===== src/rtl/fpu_norm_shifter.sv =====
// rtl/fpu_norm_shifter.sv - pipelined log-shifter normalizing a mantissa to its leading one
module fpu_norm_shifter #(
    parameter int WIDTH     = 106,
    parameter int WIDTH_LOG = 7,
    parameter int EXP_W     = 12
) (
    input  logic                 clk,
    input  logic                 rst,
    input  logic                 in_valid,
    output logic                 in_ready,
    input  logic [WIDTH-1:0]     in_mant,
    input  logic [WIDTH_LOG-1:0] in_msb,
    input  logic [EXP_W-1:0]     in_exp,
    output logic                 out_valid,
    input  logic                 out_ready,
    output logic [WIDTH-1:0]     out_mant,
    output logic [EXP_W-1:0]     out_exp,
    output logic                 out_zero,
    output logic                 out_uflow,
    output logic                 out_err
);

    localparam logic [WIDTH_LOG-1:0] TOP_IDX  = WIDTH_LOG'(WIDTH - 1);
    localparam logic [WIDTH-1:0]     ONE_BIT  = WIDTH'(1);

    logic [WIDTH_LOG-1:0] v_q, zero_q, uflow_q, err_q;
    logic [WIDTH-1:0]     mant_q  [WIDTH_LOG];
    logic [EXP_W-1:0]     exp_q   [WIDTH_LOG];
    // The last stage has consumed every shift bit, so it carries no shift amount.
    logic [WIDTH_LOG-1:0] shamt_q [WIDTH_LOG-1];
    logic [WIDTH-1:0]     nxt_mant [WIDTH_LOG];

    logic                 stall;
    logic                 in_zero, in_err, in_uflow, msb_set;
    logic [WIDTH-1:0]     msb_sel;
    logic [WIDTH_LOG-1:0] in_shift;
    logic [EXP_W-1:0]     in_exp_adj;

    assign out_valid = v_q[WIDTH_LOG-1];
    assign stall     = out_valid && !out_ready;
    assign in_ready  = !stall;

    always_comb begin
        msb_sel    = ONE_BIT << in_msb;
        msb_set    = |(in_mant & msb_sel);
        in_zero    = (in_mant == '0);
        in_err     = !in_zero && ((in_msb > TOP_IDX) || !msb_set);
        in_shift   = (in_zero || in_err) ? '0 : (TOP_IDX - in_msb);
        // Zero and error operands carry shift 0, so no borrow can be flagged for them.
        in_uflow   = (in_exp < EXP_W'(in_shift));
        in_exp_adj = in_zero ? '0 : (in_exp - EXP_W'(in_shift));
    end

    always_comb begin
        for (int k = 0; k < WIDTH_LOG; k++) begin : stage_shift
            logic [WIDTH-1:0]     src_m;
            logic [WIDTH_LOG-1:0] src_s;
            if (k == 0) begin
                src_m = in_mant;
                src_s = in_shift;
            end else begin
                src_m = mant_q[k-1];
                src_s = shamt_q[k-1];
            end
            nxt_mant[k] = src_s[WIDTH_LOG-1-k] ? (src_m << (1 << (WIDTH_LOG-1-k))) : src_m;
        end
    end

    always_ff @(posedge clk or posedge rst) begin
        if (rst) begin
            v_q     <= '0;
            zero_q  <= '0;
            uflow_q <= '0;
            err_q   <= '0;
            for (int k = 0; k < WIDTH_LOG; k++) begin
                mant_q[k] <= '0;
                exp_q[k]  <= '0;
            end
            for (int k = 0; k < WIDTH_LOG-1; k++) begin
                shamt_q[k] <= '0;
            end
        end else if (!stall) begin
            v_q[0]     <= in_valid;
            zero_q[0]  <= in_zero;
            uflow_q[0] <= in_uflow;
            err_q[0]   <= in_err;
            mant_q[0]  <= nxt_mant[0];
            exp_q[0]   <= in_exp_adj;
            shamt_q[0] <= in_shift;
            for (int k = 1; k < WIDTH_LOG; k++) begin
                v_q[k]     <= v_q[k-1];
                zero_q[k]  <= zero_q[k-1];
                uflow_q[k] <= uflow_q[k-1];
                err_q[k]   <= err_q[k-1];
                mant_q[k]  <= nxt_mant[k];
                exp_q[k]   <= exp_q[k-1];
            end
            for (int k = 1; k < WIDTH_LOG-1; k++) begin
                shamt_q[k] <= shamt_q[k-1];
            end
        end
    end

    assign out_mant  = mant_q[WIDTH_LOG-1];
    assign out_exp   = exp_q[WIDTH_LOG-1];
    assign out_zero  = zero_q[WIDTH_LOG-1];
    assign out_uflow = uflow_q[WIDTH_LOG-1];
    assign out_err   = err_q[WIDTH_LOG-1];

endmodule


===== config.mk =====
export PLATFORM = sky130hd
export DESIGN_NAME = fpu_norm_shifter
export DESIGN_NICKNAME = d
export VERILOG_FILES = /design/src/rtl/fpu_norm_shifter.sv
export SDC_FILE = /design/constraint.sdc
export NUM_CORES = 2
export LEC_CHECK = 0
export ABC_AREA = 1
export BUFFER_PORTS_ARGS = -buffer_cell sky130_fd_sc_hd__clkbuf_2
export CORE_MARGIN = 2
export CORE_UTILIZATION = 55
export CTS_CLUSTER_SIZE = 10
export DETAILED_ROUTE_END_ITERATION = 10
export PLACE_DENSITY = 0.78
export SETUP_SLACK_MARGIN = 0.02
export SLEW_MARGIN = 20
export SYNTH_ARGS = -nofsm -noshare
export SYNTH_HDL_FRONTEND = slang
export SYNTH_SLANG_ARGS = --single-unit

===== constraint.sdc =====
create_clock -name clk -period 28.9 [get_ports clk]
set_input_delay 5.78 -clock clk [delete_from_list [all_inputs] [get_ports clk]]
set_output_delay 5.78 -clock clk [all_outputs]
set_load 0.01 [all_outputs]

==> impl_metrics.env <==
export IMPL_port_buffers=251
export IMPL_worst_setup_path_start_kind="input port"
export IMPL_placed_cell_area_mm2=0.0415
export IMPL_cts_root_buf="clkbuf_16"
export IMPL_core_area_mm2=0.0741
export IMPL_fp_dieW_um=277
export IMPL_period_share_pct=43.4
export IMPL_rsz0062_at_grt="no"
export IMPL_design_area_mm2=0.0442
export IMPL_syn_area_mm2=0.0409
export IMPL_p_switching_uw=2080
export IMPL_sw_frac_of_total_pct=40.6
export IMPL_syn_avg_cell_area_um2=7.99
export IMPL_seq_area_frac_synth_pct=53.5
export IMPL_arrival_ns=6.77
export IMPL_tightest_slew_ns=1.07
export IMPL_power_internal_uw=3040
export IMPL_drc=0
export IMPL_overflow=0
export IMPL_clk_pin_slew_worst_paths_ns=0.05
export IMPL_ys_ff_latch=875
export IMPL_die_area_mm2=0.0766
export IMPL_dpl_hpwl_um=76900
export IMPL_fin_skew_ns=0.0259
export IMPL_hold_violations=0
export IMPL_comb_power_share_pct=34.3
export IMPL_p_leak_uw=0.0215
export IMPL_grt_max_degree=242
export IMPL_final_cells=6010
export IMPL_placementRows=100
export IMPL_tritoncts="yes"
export IMPL_design_portCount=252
export IMPL_ctsHoldBuffers=0
export IMPL_die_h_um=277
export IMPL_ctsResizeCount=0
export IMPL_htree_levels=3
export IMPL_grt_antenna_before_repair=1
export IMPL_yosysUniqueCellTypes=31
export IMPL_cts_buffers=98
export IMPL_cts_sinks=875
export IMPL_drv_slew=0
export IMPL_drt_iter0_markers=4026
export IMPL_tns_ns=0
export IMPL_syn_inst=5118
export IMPL_antennaDiodeCount=0
export IMPL_clk_path_buf_depth=3
export IMPL_vdd_ir_drop_max_mv=0.0608
export IMPL_initial_core_util_pct=55.2
export IMPL_power_frac_seq_pct=44.4
export IMPL_setup_worst_path_end_class="output pin"
export IMPL_layout_nets=5165
export IMPL_grt_pass1_vias=32573
export IMPL_cp_required_ns=23.12
export IMPL_fmax_ghz=0.0797
export IMPL_first_pass_iters=5
export IMPL_ant_nets=0
export IMPL_status="complete, no violations"
export IMPL_worst_skew_pair_late_latency_ns=0.67
export IMPL_synthesis_nets=5258
export IMPL_vias=34736
export IMPL_cap_violations=0
export IMPL_vias_per_cell=5.78
export IMPL_postCtsSetupBuffers=0
export IMPL_wirelength_um=114000
export IMPL_grt_pass1_wl_um=183000
export IMPL_min_period_ns=12.55
export IMPL_cp_max_fo=141
export IMPL_place_congestion=0.940
export IMPL_wl_per_cell_um=19.0
export IMPL_powerDensity_mw_per_mm2=116
export IMPL_p_clk_share_pct=21.3
export IMPL_hold_path_class="flip-flop to flip-flop"
export IMPL_nFillCells=6510
export IMPL_maxSlewHeadroom_pct=28.8
export IMPL_syn_to_final_growth_pct=7.92
export IMPL_track_usage_pct=29.7
export IMPL_setup_viol=0
export IMPL_ys_warn_count=0
export IMPL_layout_drive_gt1_share_pct=8.25
export IMPL_critical_path_class="input port to output pin"
export IMPL_dp_cells=5894
export IMPL_power_uw=5120
==> cell families (layout without fill, tap and decap cells) <==
| group | after synthesis | after routing | synth area share, % |
|---|---|---|---|
| adders and majority gates | 11 | 11 | 0.355 |
| and+or+nand+nor | 1859 | 1859 | 18.4 |
| buffers and inverters | 884 | 807 | 9.29 |
| DFF | 875 | 875 | 53.5 |
| xor gates and xnor gates | 9 | 9 | 0.193 |
| AOI/OAI and AO/OA | 1480 | 1480 | 18.2 |
==> metrics by stage <==
step / util, % / hold slack, ns / worst slack (ns)
6_report: 59.6 / 0.461 / 16.35
4_1_cts: 59.6 / 0.456 / 16.34
3_3_place_gp: 56.0 / 0.440 / 16.35
3_5_place_dp: 56.0 / 0.445 / 16.34
2_1_floorplan: - / 0.420 / 11.09
5_1_grt: 59.6 / 0.479 / 16.26
==> worst max-delay path, cell delays in order <==
cell and delay [ns]:
clkbuf_2 0.10, nor2_4 0.06, inv_8 0.52, clkbuf_2 0.26
==> state kept, by name (all words and copies together) (netlist names) <==
register	flops
mant_q	636
v_q	7
shamt_q	21
out_mant	106
err_q	7
uflow_q	7
zero_q	7
exp_q	72
out_exp	12
==> power groups by stage <==
stage          clock network [uW]  registers (uW)  logic [uW]
6_report                     1090            2270        1760
2_1_floorplan                   0            2100        1420
3_5_place_dp                    0            2280        1730
4_1_cts                      1110            2260        1750
5_1_grt                      1150            2340        2000
3_3_place_gp                    0            2260        1680
==> metal layers <==
layer,GRT usage [%],up-vias,wire length (um)
met5,0,-,11
met4,11.3,2,4310
met3,4.58,191,8130
met2,43.3,1382,50400
met1,44.9,16745,51400
li1,-,16416,-
==> cells in the final DEF, fill, tap and decap left out, types with 2 or more instances in the layout <==
cell,Yosys,routed
a21oi_1,967,967
a31oi_1,2,2
buf_12,0,4
buf_4,121,34
clkbuf_1,322,8
clkbuf_16,0,99
clkbuf_2,0,251
clkinv_16,0,2
clkinv_2,0,2
clkinv_8,0,2
clkinvlp_4,0,2
dfrtp_1,875,871
dfrtp_4,0,3
ha_1,10,10
inv_1,392,390
inv_2,3,5
nand2_1,1104,1104
nand3_1,193,193
nand3b_1,3,3
nand4_1,90,90
nor2_1,439,438
nor3_1,5,5
nor4_1,21,21
o21ai_0,488,488
o22ai_1,9,9
o31ai_1,11,11
xnor2_1,2,2
xor2_1,7,7
==> Yosys cell counts <==
master / instances / area (um2)
clkbuf_1: 322 / 1210
a31oi_1: 2 / 12.5
o211ai_1: 1 / 7.51
buf_4: 121 / 908
and3b_1: 1 / 8.76
nor2_1: 439 / 1650
nand4_1: 90 / 563
nand3b_1: 3 / 22.5
dfrtp_1: 875 / 21900
inv_2: 3 / 11.3
buf_6: 1 / 11.3
nor4_1: 21 / 131
o31ai_1: 11 / 82.6
ha_1: 10 / 125
o21a_1: 1 / 7.51
nand2_1: 1104 / 4140
nand3_2: 2 / 20.0
nand3_1: 193 / 966
nor3_1: 5 / 25.0
xor2_1: 7 / 61.3
xnor2_1: 2 / 17.5
fa_1: 1 / 20.0
buf_2: 18 / 90.1
inv_1: 392 / 1470
o22ai_1: 9 / 56.3
o21ai_0: 488 / 2440
nor2_2: 1 / 6.26
clkinv_1: 6 / 22.5
a21oi_1: 967 / 4840
o41ai_1: 1 / 8.76
buf_1: 21 / 78.8
==> path summary, 6_finish.rpt <==
path                           start            to  cells after the start  slack, ns
setup / recovery           out_ready      in_ready                      4      16.35
hold / removal             exp_q[24]     exp_q[12]                      2       0.46
max in group asynchronous        rst   mant_q[584]                      6      20.55
hold reg to reg            exp_q[24]     exp_q[12]                      2       0.46
min in group asynchronous        rst  out_mant[12]                      3       5.33
setup reg to reg              v_q[6]   mant_q[600]                      9      24.60
==> layout make-up <==
class | instances | area [um2] | area share (%)
timing repair buffer | 290 | 1600 | 3.63
clock buffer | 108 | 2520 | 5.71
clock inverter | 8 | 159 | 0.360
tap | 969 | 1210 | 2.75
sequential | 875 | 21900 | 49.6
multi-input combinational | 3359 | 15200 | 34.5
inverter | 401 | 1520 | 3.45
No activity file was read; power rests on OpenSTA's default activity.
